<file path="config.mk">
export PLATFORM = sky130hd
export DESIGN_NAME = cnn_core_seq
export DESIGN_NICKNAME = d
export VERILOG_FILES = /design/src/rtl/cnn_core_seq_pkg.sv /design/src/rtl/cnn_seq_credit.sv /design/src/rtl/cnn_core_seq.sv
export SDC_FILE = /design/constraint.sdc
export NUM_CORES = 1
export LEC_CHECK = 0
export CAP_MARGIN = 20
export CORE_ASPECT_RATIO = 1.25
export CORE_MARGIN = 5
export CORE_UTILIZATION = 59
export DETAILED_ROUTE_END_ITERATION = 12
export PLACE_DENSITY = 0.95
export SYNTH_ARGS = -nofsm -noshare
export SYNTH_HDL_FRONTEND = slang
export SYNTH_SLANG_ARGS = --single-unit
export TNS_END_PERCENT = 30
</file>
<file path="constraint.sdc">
create_clock -name clk -period 5.75 [get_ports clk]
set_input_delay 0.8625 -clock clk [delete_from_list [all_inputs] [get_ports clk]]
set_output_delay 0.8625 -clock clk [all_outputs]
set_load 0.03 [all_outputs]
</file>
<file path="src/rtl/cnn_core_seq_pkg.sv">
// cnn_core_seq shared definitions.
// State encoding and parameter defaults.
package cnn_core_seq_pkg;

  localparam int CNT_BW_D       = 16;
  localparam int RD_LAT_D       = 1;
  localparam int MAX_INFLIGHT_D = 8;

  typedef enum logic [2:0] {
    S_IDLE,
    S_CLR,
    S_RUN,
    S_DRAIN,
    S_DONE
  } state_t;

endpackage

</file>
<file path="src/rtl/cnn_seq_credit.sv">
// cnn_seq_credit: in-flight window counter.
// Full/empty flags and underflow detect.
module cnn_seq_credit
  import cnn_core_seq_pkg::*;
#(
  parameter int MAX = MAX_INFLIGHT_D,
  localparam int IW = $clog2(MAX + 1)
) (
  input  logic clk,
  input  logic reset_n,
  input  logic issue,
  input  logic dec,
  input  logic ret,
  output logic full,
  output logic empty,
  output logic err
);

  logic [IW-1:0] cnt;

  assign full  = (cnt == IW'(MAX));
  assign empty = (cnt == '0);
  assign err   = ret && empty;

  // issue adds a credit use, accepted return releases one
  always_ff @(posedge clk or negedge reset_n) begin
    if (!reset_n) begin
      cnt <= '0;
    end else begin
      cnt <= cnt + IW'(issue) - IW'(dec);
    end
  end

endmodule

</file>
<file path="src/rtl/cnn_core_seq.sv">
// cnn_core_seq: run-level sequencer for cnn_core.
// Soft reset, window reads, result addressing.
module cnn_core_seq
  import cnn_core_seq_pkg::*;
#(
  parameter int CNT_BW       = CNT_BW_D,
  parameter int RD_LAT       = RD_LAT_D,
  parameter int MAX_INFLIGHT = MAX_INFLIGHT_D
) (
  input  logic              clk,
  input  logic              reset_n,
  input  logic              i_run,
  input  logic [CNT_BW-1:0] i_num_win,
  output logic              o_idle,
  output logic              o_running,
  output logic              o_done,
  output logic              o_err,
  output logic              o_soft_reset,
  output logic              o_rd_en,
  output logic [CNT_BW-1:0] o_rd_addr,
  output logic              o_core_in_valid,
  input  logic              i_core_ot_valid,
  output logic              o_wr_en,
  output logic [CNT_BW-1:0] o_wr_addr
);

  state_t            state;
  logic [CNT_BW-1:0] num;
  logic [CNT_BW-1:0] issue_cnt;
  logic [CNT_BW-1:0] recv_cnt;
  logic [RD_LAT-1:0] dly;
  logic              full;
  logic              empty;
  logic              underflow;
  logic              rd_en;
  logic              wr_en;
  logic              last_issue;
  logic              last_recv;

  assign wr_en = i_core_ot_valid && !empty;

  // credit check uses post-decrement inflight
  assign rd_en = (state == S_RUN)
              && (issue_cnt < num)
              && (!full || wr_en);

  assign last_issue = rd_en
                   && (issue_cnt + CNT_BW'(1) == num);
  assign last_recv  = wr_en
                   && (recv_cnt + CNT_BW'(1) == num);

  cnn_seq_credit #(
    .MAX (MAX_INFLIGHT)
  ) u_credit (
    .clk     (clk),
    .reset_n (reset_n),
    .issue   (rd_en),
    .dec     (wr_en),
    .ret     (i_core_ot_valid),
    .full    (full),
    .empty   (empty),
    .err     (underflow)
  );

  // run FSM with issue/receive counters and sticky error
  always_ff @(posedge clk or negedge reset_n) begin
    if (!reset_n) begin
      state     <= S_IDLE;
      num       <= '0;
      issue_cnt <= '0;
      recv_cnt  <= '0;
      o_err     <= 1'b0;
    end else begin
      if (rd_en) issue_cnt <= issue_cnt + CNT_BW'(1);
      if (wr_en) recv_cnt <= recv_cnt + CNT_BW'(1);
      unique case (state)
        S_IDLE: begin
          if (i_run) begin
            o_err     <= 1'b0;
            num       <= i_num_win;
            issue_cnt <= '0;
            recv_cnt  <= '0;
            state     <= (i_num_win != '0) ? S_CLR : S_DONE;
          end
        end
        S_CLR:   state <= S_RUN;
        S_RUN:   if (last_issue) state <= S_DRAIN;
        S_DRAIN: if (last_recv) state <= S_DONE;
        S_DONE:  state <= S_IDLE;
        default: state <= S_IDLE;
      endcase
      if (underflow) o_err <= 1'b1;
    end
  end

  // read-latency delay line from rd_en to core input valid
  always_ff @(posedge clk or negedge reset_n) begin
    if (!reset_n) begin
      dly <= '0;
    end else begin
      dly[0] <= rd_en;
      for (int i = 1; i < RD_LAT; i++) begin
        dly[i] <= dly[i-1];
      end
    end
  end

  assign o_idle          = (state == S_IDLE);
  assign o_running       = (state == S_CLR)
                        || (state == S_RUN)
                        || (state == S_DRAIN);
  assign o_done          = (state == S_DONE);
  assign o_soft_reset    = (state == S_CLR);
  assign o_rd_en         = rd_en;
  assign o_rd_addr       = issue_cnt;
  assign o_core_in_valid = dly[RD_LAT-1];
  assign o_wr_en         = wr_en;
  assign o_wr_addr       = recv_cnt;

endmodule

</file>
* After elaboration in Yosys (flattened, before gate mapping)
Cells that the tools add are included.
** Operators by class
- Muxes and demuxes :: 14
- Equality and inequality tests :: 10
- Bitwise gates (word level) :: 0
- Shift operators :: 0
- Reductions and logical operators :: 19
- $lt $le $gt $ge :: 1
- $mul :: 0
- Div/mod/pow operators :: 0
- Add/subtract/negate cells :: 4
** Operators by type and width (number)
- $mux 16 :: 6
- $add 16x1->16 const B :: 2
- $eq 16x16->1 :: 2
- $lt 16x16->1 :: 1
- $reduce_bool 16->1 :: 1
- $mux 3 :: 4
- $pmux 3 s4 :: 1
- $eq 3x2->1 const B :: 2
- $logic_and 1x1->1 :: 6
- $ne 2x2->1 const B :: 3
- $add 4x1->4 :: 1
- $eq 4x4->1 const B :: 1
- $logic_not 4->1 :: 1
- $reduce_and 2->1 :: 2
- $reduce_bool 2->1 :: 2
- $sub 4x1->4 :: 1
- $eq 3x1->1 const B :: 1
- $eq 3x3->1 const B :: 1
- $logic_not 3->1 :: 1
- $logic_or 1x1->1 :: 3
- $mux 1 :: 3
- $reduce_and 3->1 :: 1
- $logic_not 1->1 :: 2
** Storage, ports and cells
- Latch bits :: 0
- ROM bits :: 0
- Memories kept :: 0
- RAM bits :: 0
- Register bits after elaboration :: 57

* Logic depth before layout (Yosys ltp)
Gate-level depths: netlist of run 1.
- Depth after elaboration :: 8
- Gate-level depth with buffers :: 12
- Gate-level depth less buffers :: 11

* Hierarchy
From an unflattened synthesis of run 1, not the netlist that was laid out.
** Second synthesis, totals
- Cells, all modules :: 463
- Area, all modules :: 4088.9 um^2
** Modules (own cells, without submodules)
- cnn_core_seq :: instances 1, seq. area each 1326.3 um^2, cells each 439, area each 3818.7 um^2
- cnn_seq_credit :: instances 1, seq. area each 100.1 um^2, cells each 24, area each 270.3 um^2

* Worst setup path after synthesis of run 1
No wires, ideal clock.
- Path kind :: register to register
- From :: reg issue_cnt[1], in the netlist o_rd_addr[1]
- To :: reg u_credit.cnt[2]
- Arrival :: 3.129 ns
- Setup slack :: 2.498 ns
- Period minus slack after synthesis :: 3.252 ns
- Cell stages (with the launch flop) :: 11
- Buffers on the path :: 1
- Cells stage by stage :: dfrtp_1 ha_1 nor2b_1 o211ai_1 a2111o_1 a31oi_1 clkbuf_1 nor2_1 ha_1 fa_1 xor2_1
** On the way
- Word-level cells in the longest chain between the ends :: 5
** RTL lines
- start: declaration :: RTL line cnn_core_seq.sv:29 : logic [CNT_BW-1:0] issue_cnt;
- start signal: assignment :: RTL line cnn_core_seq.sv:74 : if (rd_en) issue_cnt <= issue_cnt + CNT_BW'(1);
- $lt 16x16->1 :: RTL line cnn_core_seq.sv:44 : && (issue_cnt < num)
- $logic_and 1x1->1 :: RTL line cnn_core_seq.sv:44
- $logic_and 1x1->1 :: RTL line cnn_core_seq.sv:45 : && (!full || wr_en);
- via o_rd_en :: RTL line cnn_core_seq.sv:19 : output logic o_rd_en,
- $add 4x1->4 :: RTL line cnn_seq_credit.sv:30 : cnt <= cnt + IW'(issue) - IW'(dec);
- $sub 4x1->4 :: RTL line cnn_seq_credit.sv:30
- end signal: assignment :: RTL line cnn_seq_credit.sv:30
- end: declaration :: RTL line cnn_seq_credit.sv:19 : logic [IW-1:0] cnt;
The timed path passes the listed nets, and every way through them passes these cells.
A chain may end at the register's enable or synchronous reset.

* Worst setup path in the final report of run 1
- From :: in i_core_ot_valid
- To :: out o_rd_en
** On the way
- Word-level cells in the longest chain between the ends :: 3
** RTL lines
- start: declaration :: RTL line cnn_core_seq.sv:22 : input logic i_core_ot_valid,
- $logic_and 1x1->1 :: RTL line cnn_core_seq.sv:40 : assign wr_en = i_core_ot_valid && !empty;
- $logic_or 1x1->1 :: RTL line cnn_core_seq.sv:45
- $logic_and 1x1->1 :: RTL line cnn_core_seq.sv:45
- end: declaration :: RTL line cnn_core_seq.sv:19
Every way passes these cells.

==> results of run 1 <==
==> registers in the layout, indices dropped and copies added (netlist names) <==
register	count
o_wr_addr	16
o_err	1
num	16
o_core_in_valid	1
state	3
o_rd_addr	16
u_credit.cnt	4
==> cell families after synthesis <==
kind of cell	after synthesis	share of synthesized area, %
flops	57	36.42
simple gates	179	23.90
buf+inv	45	4.473
xor+xnor	73	16.33
compound gates	59	9.649
fa+ha+maj	25	8.179
mux	4	1.054
==> metal layers <==
metal  part of all wire [%]  GRT usage (%)  wire length [µm]
met2                     51          45.68              5295
met1                     39          28.61              4015
met3                    4.9          4.742               507
met4                    5.0          16.23               518
met5                      0              0                 0
==> final cells by class <==
class,count,area [µm²]
fillers,504,1759
multi-input cells,340,2316
inverters,28,105.1
clock buffers,14,172.7
well taps,87,108.9
clock inverters,2,35.03
flip-flops and latches,57,1426
repair buffers,61,600.6
==> through the flow <==
| stage | setup slack (ns) | instances | cell area (µm²) | hold WS, ns | power (µW) |
|---|---|---|---|---|---|
| after floorplan | 2.498 | 442 | 3916 | 0.4822 | 1078 |
| after global placement | 1.639 | 573 | 4557 | 0.4775 | 1299 |
| after detailed placement | 1.622 | 573 | 4557 | 0.5143 | 1340 |
| after CTS | 1.602 | 589 | 4765 | 0.5292 | 1741 |
| after global routing | 1.419 | 589 | 4765 | 0.5531 | 1834 |
| final | 1.581 | 589 | 4765 | 0.5256 | 1736 |
==> worst reg2reg max path, cell delays in order, from the launching register on <==
cell	delay (ns)
dfrtp_1	0.46
inv_1	0.12
ha_1	0.29
nor2b_1	0.12
o211ai_1	0.11
a2111o_1	0.38
a31oi_1	0.17
buf_4	0.24
nor2_1	0.13
ha_1	0.27
fa_1	0.39
xor2_1	0.17
==> cells in the mapped netlist, types with 2 or more instances <==
master,count,share of area (%)
xnor2_1,56,13
nor2_1,44,4.2
dfrtp_1,57,36
nand2_1,50,4.8
mux2i_1,3,0.77
and4_1,2,0.45
nor3b_1,4,0.77
nand3b_1,2,0.38
a21oi_1,16,2.0
nor4_1,16,2.6
nor4b_1,2,0.45
a21o_1,2,0.38
ha_1,24,7.7
clkbuf_1,12,1.2
nand3_1,11,1.4
xor2_1,17,3.8
buf_2,5,0.64
nand4_1,13,2.1
inv_1,27,2.6
and2_1,4,0.64
a31oi_1,2,0.32
nor3_1,13,1.7
or3_1,5,0.80
o211ai_1,5,0.96
o21ai_0,23,2.9
nand2b_1,2,0.32
==> path summary, 6_finish.rpt <==
kind	startpoint	to	cells after the start
setup / recovery	i_core_ot_valid	o_rd_en	6
hold / removal	o_err$_DFFE_PN0P_	o_err$_DFFE_PN0P_	1
setup reg to reg	num[1]$_DFFE_PN0P_	u_credit.cnt[2]$_DFF_PN0_	11
hold reg to reg	o_err$_DFFE_PN0P_	o_err$_DFFE_PN0P_	1
max in group asynchronous	reset_n	o_rd_addr[13]$_DFF_PN0_	2
min in group asynchronous	reset_n	o_wr_addr[0]$_DFF_PN0_	2
==> power groups by stage <==
stage	combinational [µW]	sequential (µW)	clock, µW
after CTS	723	618	399
after detailed placement	716	624	0
after floorplan	399	679	0
final	719	623	395
after global routing	783	637	414
after global placement	680	618	0
==> results.toml, run 1 <==
[status]
status = "complete, no violations"

[clocking]
cts_setup_buffers = 0
cts-resized-gates = 0
htreeDepth = 3
cts.sinks = 57
cts_tree = "built"
ctsHoldBuffers = 0
numCtsBuffers = 9
insertion_delay_ns = 0.34
cts_max_path_buffers = 2
clkTransAtPathRegs_ns = 0.06
clk_root_buffer_cell = "clkbuf_8"

[logic_synthesis]
avgSynthCellArea_um2 = 8.860
synthesis.area_um2 = 3916
synth-seq-cells = 57
netlist_instances = 442
yosysWarnings = 0
yosysSeqAreaShare_pct = 36.42
synth.distinct_cells = 51
synthFlopType = "dfrtp_1"
synth_edf_count = 0
synth_nets = 487
synthArstFlopShare_pct = 100.0

[flow_run]
max_cap_violations = 0

[critical_path]
reg2reg_slack_ns = 2.80
critPathSlowestCell = "clkdlybuf4s50_1"
critPathTopFamily = "buffers and inverters"
max_stage_delay_ns = 0.74
crit_buf_inv = 2
path_class = "input pin to primary output"
cp_common_cell = "clkdlybuf4s50_1"
cp.arrival_ns = 3.31
crit_fanout = 16
cp.required_ns = 4.89
cp-start-kind = "input pin"
crit_chain = "clkdlybuf4s50_1 > a21bo_2 > a31oi_1 > nand2_1 > nor2_1 > clkdlybuf4s50_1"
cp-end-kind = "primary output"

[die]
fp.dieH_um = 101.1
pin_count = 60
design.core.area_um2 = 6524
dieWidth_um = 82.87
start_util_pct = 60.03
num_rows = 33
dieArea_um2 = 8377

[power]
p_leak_uw = 0.001996
p_sw_share_pct = 40.96
p_sw_uw = 711.1
p_seq_share_pct = 35.9
ir_drop_mv = 0.3122
p_clk_share_pct = 22.7
combPwrFrac_pct = 41.4
p_int_uw = 1025
power_density_nw_per_um2 = 364.4

[hold_path]
hold_path_class = "flip-flop to flip-flop"

[sta]
finalMaxSlewViolations = 0
rsz0062_at_grt = "no"
finalCritPeriodShare_pct = 72.50
min_period_ns = 4.169
skew_ns = 0.004863
setup_viol = 0
max_slew_margin_pct = 29.53
max_freq_mhz = 239.9
setup_tns_ns = 0
tightest_slew_ns = 1.057
hold_viol = 0

[global_route]
antenna_found_initial = 0
grt_usage_pct = 25.80
grt_pass1_vias = 3568
grt_pass1_wl_mm = 17.12
overflow = 0
grt_max_degree = 64

[drt]
routed_via_density = 5.908
ant_nets = 0
wl_per_cell_um = 17.55
drcViolationCount = 0
routed_wl_mm = 10.34
drt_iter0_markers = 270
num_vias = 3480
drtPass1Iterations = 5

[cells_and_area]
mostFrequentLayoutCells = "clkdlybuf4s50_1 (58), dfrtp_1 (57), xnor2_1 (56)"
area.growth.synth_to_final_pct = 21.66
drive_gt1_share_pct = 5.578
diodes = 0
final_common_cell = "clkdlybuf4s50_1"
fin_nets = 542
fin_util_pct = 73.03

[placement]
io_buffers = 59
post-dp-hpwl_mm = 7.727
place_congestion = 0.9550
Power figures use the tool's default switching activity.
==> inputs of run 2 (changes only) <==
CORE_UTILIZATION = 49   (was 59)
PLACE_DENSITY = 0.87   (was 0.95)
clock period = 3.52 ns   (was 5.75 ns; I/O delays follow)
==> results.toml, run 2 (synthesis results as in run 1) <==
[drt]
routed_wl_mm = 10.36
drtPass1Iterations = 5
drt_iter0_markers = 207
routed_via_density = 5.922
wl_per_cell_um = 17.26
drcViolationCount = 0
ant_nets = 0
num_vias = 3553

[cells_and_area]
fin_area_um2 = 4800
drive_gt1_share_pct = 6.337
diodes = 0
fin_nets = 545
mostFrequentLayoutCells = "clkdlybuf4s50_1 (58), dfrtp_1 (57), xnor2_1 (56)"
final_common_cell = "clkdlybuf4s50_1"
fillers = 633
area.growth.synth_to_final_pct = 22.56
fin_util_pct = 61.59

[clocking]
numCtsBuffers = 9
cts_setup_buffers = 0
cts_tree = "built"
clkTransAtPathRegs_ns = 0.07
cts_max_path_buffers = 2
htreeDepth = 3
cts-resized-gates = 0
cts.sinks = 57
insertion_delay_ns = 0.35
ctsHoldBuffers = 0
clk_root_buffer_cell = "clkbuf_8"

[die]
dieArea_um2 = 9891
fp.dieH_um = 110.0
pin_count = 60
start_util_pct = 50.26
design.core.area_um2 = 7792
dieWidth_um = 89.96
num_rows = 36

[sta]
tightest_slew_ns = 0.8606
finalCritPeriodShare_pct = 91.45
rsz0062_at_grt = "no"
max_slew_margin_pct = 42.63
finalMaxSlewViolations = 0
hold_viol = 0
min_period_ns = 3.219
setup_tns_ns = 0
setup_viol = 0
worst_hold_slack_ns = 0.2873
skew_ns = 0.005322
max_freq_mhz = 310.6

[placement]
place_congestion = 0.9665
place_area_um2 = 4589
post-dp-hpwl_mm = 7.785
io_buffers = 59

[global_route]
overflow = 0
grt_most_used_layer = "met2"
grt_pass1_vias = 3576
grt_usage_pct = 21.71
grt_use_met1_pct = 24.86
grt_util_met3_pct = 4.723
grt_max_degree = 64
grt_pass1_wl_mm = 17.23
grt_util_met2_pct = 36.40
antenna_found_initial = 0

[hold_path]
hold_path_class = "input pin to asynchronous set/reset pin"

[status]
status = "complete, no violations"

[flow_run]
max_cap_violations = 0

[power]
ir_drop_mv = 0.3434
power_density_nw_per_um2 = 589.5
p_leak_uw = 0.002010

[critical_path]
cp.required_ns = 2.99
cp.arrival_ns = 2.69
crit_fanout = 3
cp-start-kind = "flip-flop"
path_class = "flip-flop to primary output"
reg2reg_slack_ns = 0.73
cp-end-kind = "primary output"
-- run 2: cell count changes in the layout (fill, tap and decap cells not counted) --
| cell | before | now |
|---|---|---|
| bufinv_16 | 1 | 2 |
| clkinv_2 | 1 | 3 |
| clkbuf_8 | 12 | 9 |
| clkinvlp_4 | 0 | 1 |
| buf_4 | 2 | 5 |
| clkbuf_1 | 2 | 1 |
-- run 2: area by class of cell --
cell class	count	area, µm²	area share [%]
clock buffer	10	127.6	2.659
inverter	28	105.1	2.190
sequential	57	1426	29.72
clock inverter	6	82.58	1.721
timing repair buffer	64	623.1	12.98
multi-input combinational	340	2316	48.25
tap	95	118.9	2.477
-- run 2: worst paths after layout --
path	cells past startpoint	to	from
worst max-delay path	8	o_rd_en	num[1]$_DFFE_PN0P_
worst min-delay path	1	state[0]$_DFFE_PN0P_	reset_n
worst max register to register	11	u_credit.cnt[2]$_DFF_PN0_	num[1]$_DFFE_PN0P_
worst min register to register	1	o_err$_DFFE_PN0P_	o_err$_DFFE_PN0P_
max in group asynchronous	2	o_wr_addr[11]$_DFF_PN0_	reset_n
min in group clk	1	o_err$_DFFE_PN0P_	o_err$_DFFE_PN0P_
-- run 2: critical path, stage by stage (launching register included) --
cell and delay, ns:
dfrtp_1 0.41, inv_1 0.07, ha_1 0.27, nor2b_1 0.12, o211ai_1 0.08, a2111o_1 0.41, a31oi_1 0.27, nor2_1 0.10
clkdlybuf4s50_1 0.60
-- run 2: stage by stage --
step	worst slack (ns)	cells	power, µW
5_1_grt	0.06782	600	3003
6_report	0.3009	600	2829
2_1_floorplan	0.2684	442	1761
3_5_place_dp	0.5435	584	2164
3_3_place_gp	0.5273	584	2114
4_1_cts	0.2979	600	2841
-- run 2: power by group --
part           internal, µW  switching (µW)  total, µW
logic                   510             641       1150
clock network           395             280        675
registers               781             223       1000
-- run 2: layer usage --
layer	up-vias	part of all wire (%)
li1	1653	-
met1	1706	39
met2	141	49
met3	53	5.7
met4	0	5.8
met5	-	0
==> inputs of run 3 (changes only) <==
ABC_AREA = 1   (was unset)
CORE_UTILIZATION = 50   (was 49)
PLACE_DENSITY = 0.88   (was 0.87)
==> results.toml, run 3 <==
[logic_synthesis]
yosys.area.top_type_share_pct = 33.89
synthFlopType = "dfrtp_1"
avgSynthCellArea_um2 = 6.946
synth.distinct_cells = 33
synth-seq-cells = 57
synth.most_common_cell = "nand2_1"
synth_edf_count = 0
netlist_instances = 606
yosys-top-cells-count = "nand2_1 (161), inv_1 (78), nand3_1 (63)"
synthesis.area_um2 = 4209
yosysSeqAreaShare_pct = 33.89
synth_nets = 651
synth_top_cell_by_area = "dfrtp_1"
yosysWarnings = 0
ys_top_cells_by_area = "dfrtp_1 (34%), nand2_1 (14%), nand3_1 (7.5%), ha_1 (7.1%), inv_1 (7.0%)"
synthArstFlopShare_pct = 100.0

[power]
ir_drop_mv = 0.9446
p_leak_uw = 0.002474
p_clk_share_pct = 10.0
p_sw_uw = 3058
finalPower_uw = 5675
p_sw_share_pct = 53.88
p_seq_share_pct = 26.3
power_density_nw_per_um2 = 1109
p_int_uw = 2617
combPwrFrac_pct = 63.7

[sta]
max_slew_margin_pct = 43.60
finalMaxSlewViolations = 0
setup_tns_ns = 0
setup_viol = 0
tightest_slew_ns = 0.8450
min_period_ns = 2.648
rsz0062_at_grt = "no"
skew_ns = 0.009851
hold_viol = 0
finalCritPeriodShare_pct = 75.22
max_freq_mhz = 377.7

[die]
pin_count = 60
start_util_pct = 51.08
num_rows = 37
dieWidth_um = 92.07
design.core.area_um2 = 8240
dieArea_um2 = 10360
fp.dieH_um = 112.6

[cells_and_area]
drive_gt1_share_pct = 8.124
final_common_cell = "nand2_1"
final_cell_count_no_fill = 774
diodes = 0
area.growth.synth_to_final_pct = 21.58
fillers = 717
mostFrequentLayoutCells = "nand2_1 (161), inv_1 (78), nand3_1 (63)"
fin_area_um2 = 5117
fin_nets = 717

[clocking]
cts-resized-gates = 0
ctsHoldBuffers = 0
clkTransAtPathRegs_ns = 0.08
insertion_delay_ns = 0.35
cts_tree = "built"
numCtsBuffers = 9
htreeDepth = 3
cts_max_path_buffers = 2
clk_root_buffer_cell = "clkbuf_8"
cts_setup_buffers = 0
cts.sinks = 57

[global_route]
grt_util_met3_pct = 4.893
grt_use_met1_pct = 27.23
overflow = 0
grt_pass1_vias = 4456
grt_util_met2_pct = 43.23
grt_pass1_wl_mm = 20.45
grt_usage_pct = 24.63
antenna_found_initial = 0
grt_most_used_layer = "met2"
grt_max_degree = 42

[drt]
routed_via_density = 5.700
ant_nets = 0
num_vias = 4412
wl_per_cell_um = 15.95
drtPass1Iterations = 5
drcViolationCount = 0
routed_wl_mm = 12.35
drt_iter0_markers = 383

[critical_path]
cp.depth = 11
reg2regPathDepth = 13
critPathSlowestCell = "dfrtp_1"
path_class = "flip-flop to primary output"
cp.arrival_ns = 2.12
crit_fanout = 8
cp-end-kind = "primary output"
cp-start-kind = "flip-flop"
max_stage_delay_ns = 0.49
cp_common_cell = "nand2_1"
cp.required_ns = 2.99
crit_buf_inv = 3
critPathTopFamily = "flip-flops"
crit_chain = "inv_1 > ha_1 > inv_1 > a21oi_1 > o21ai_0 > nand2_1 > nand2_1 > nand2_1 > nand3_1 > nor2_4 > buf_4"

[placement]
post-dp-hpwl_mm = 9.463
io_buffers = 59
dp.cells = 757
place_congestion = 0.8970
place_area_um2 = 4910

[hold_path]
hold_path_class = "input pin to asynchronous set/reset pin"

[status]
status = "complete, no violations"

[flow_run]
max_cap_violations = 0
==> run 3: changes by cell type after synthesis, sizes merged, moves of 15 or more <==
cell / change
a21oi: +15
xnor2: -53
inv: +52
nor2: +22
nand2: +119
nand3: +53
o21ai: +28
==> run 3: cell type report <==
| cell class | count | area [µm²] | share of cell area, % |
|---|---|---|---|
| well taps | 97 | 121.4 | 2.372 |
| inverters | 80 | 300.3 | 5.868 |
| clock inverters | 7 | 56.30 | 1.100 |
| multi-input cells | 459 | 2441 | 47.70 |
| clock buffers | 9 | 123.9 | 2.421 |
| repair buffers | 65 | 648.1 | 12.67 |
| flip-flops and latches | 57 | 1426 | 27.87 |
==> run 3: kinds of logic after synthesis <==
| kind of cell | synth area share (%) |
|---|---|
| simple gates | 36.44 |
| xor+xnor | 2.319 |
| buf+inv | 8.115 |
| compound gates | 11.62 |
| fa+ha+maj | 7.610 |
| flops | 33.89 |
==> run 3: final timing paths <==
| check | slack [ns] | endpoint | start |
|---|---|---|---|
| worst max register to register | 1.03 | u_credit.cnt[2]$_DFF_PN0_ | o_rd_addr[0]$_DFF_PN0_ |
| max in group asynchronous | 2.61 | state[0]$_DFFE_PN0P_ | reset_n |
| worst min register to register | 0.51 | o_err$_DFFE_PN0P_ | o_err$_DFFE_PN0P_ |
| worst max-delay path | 0.87 | o_rd_en | o_rd_addr[0]$_DFF_PN0_ |
| min in group clk | 0.51 | o_err$_DFFE_PN0P_ | o_err$_DFFE_PN0P_ |
| worst min-delay path | 0.13 | num[13]$_DFFE_PN0P_ | reset_n |
==> run 3: power groups by stage <==
stage / registers (µW) / logic (µW) / clock network (µW)
after global routing: 1560 / 4010 / 616
after CTS: 1480 / 3610 / 577
final: 1490 / 3620 / 566
after global placement: 1470 / 3430 / 0
after detailed placement: 1490 / 3580 / 0
after floorplan: 1740 / 2150 / 0
==> run 3: through the flow <==
| step | utilization (%) | worst slack [ns] | hold WS, ns |
|---|---|---|---|
| detailed placement | 59.58 | 0.9170 | 0.4914 |
| global placement | 59.58 | 0.9422 | 0.4786 |
| floorplan | - | 0.9261 | 0.2324 |
| CTS | 61.77 | 0.8688 | 0.3537 |
| global route | 62.10 | 0.6978 | 0.1550 |
| finish | 62.10 | 0.8721 | 0.1272 |
==> run 3: per-layer routing <==
metal | up-vias | wire length [µm] | part of all wire (%)
met5 | - | 0 | 0
met4 | 0 | 599 | 4.9
met3 | 50 | 787 | 6.4
met2 | 186 | 6280 | 51
met1 | 2044 | 4682 | 38
li1 | 2132 | - | -
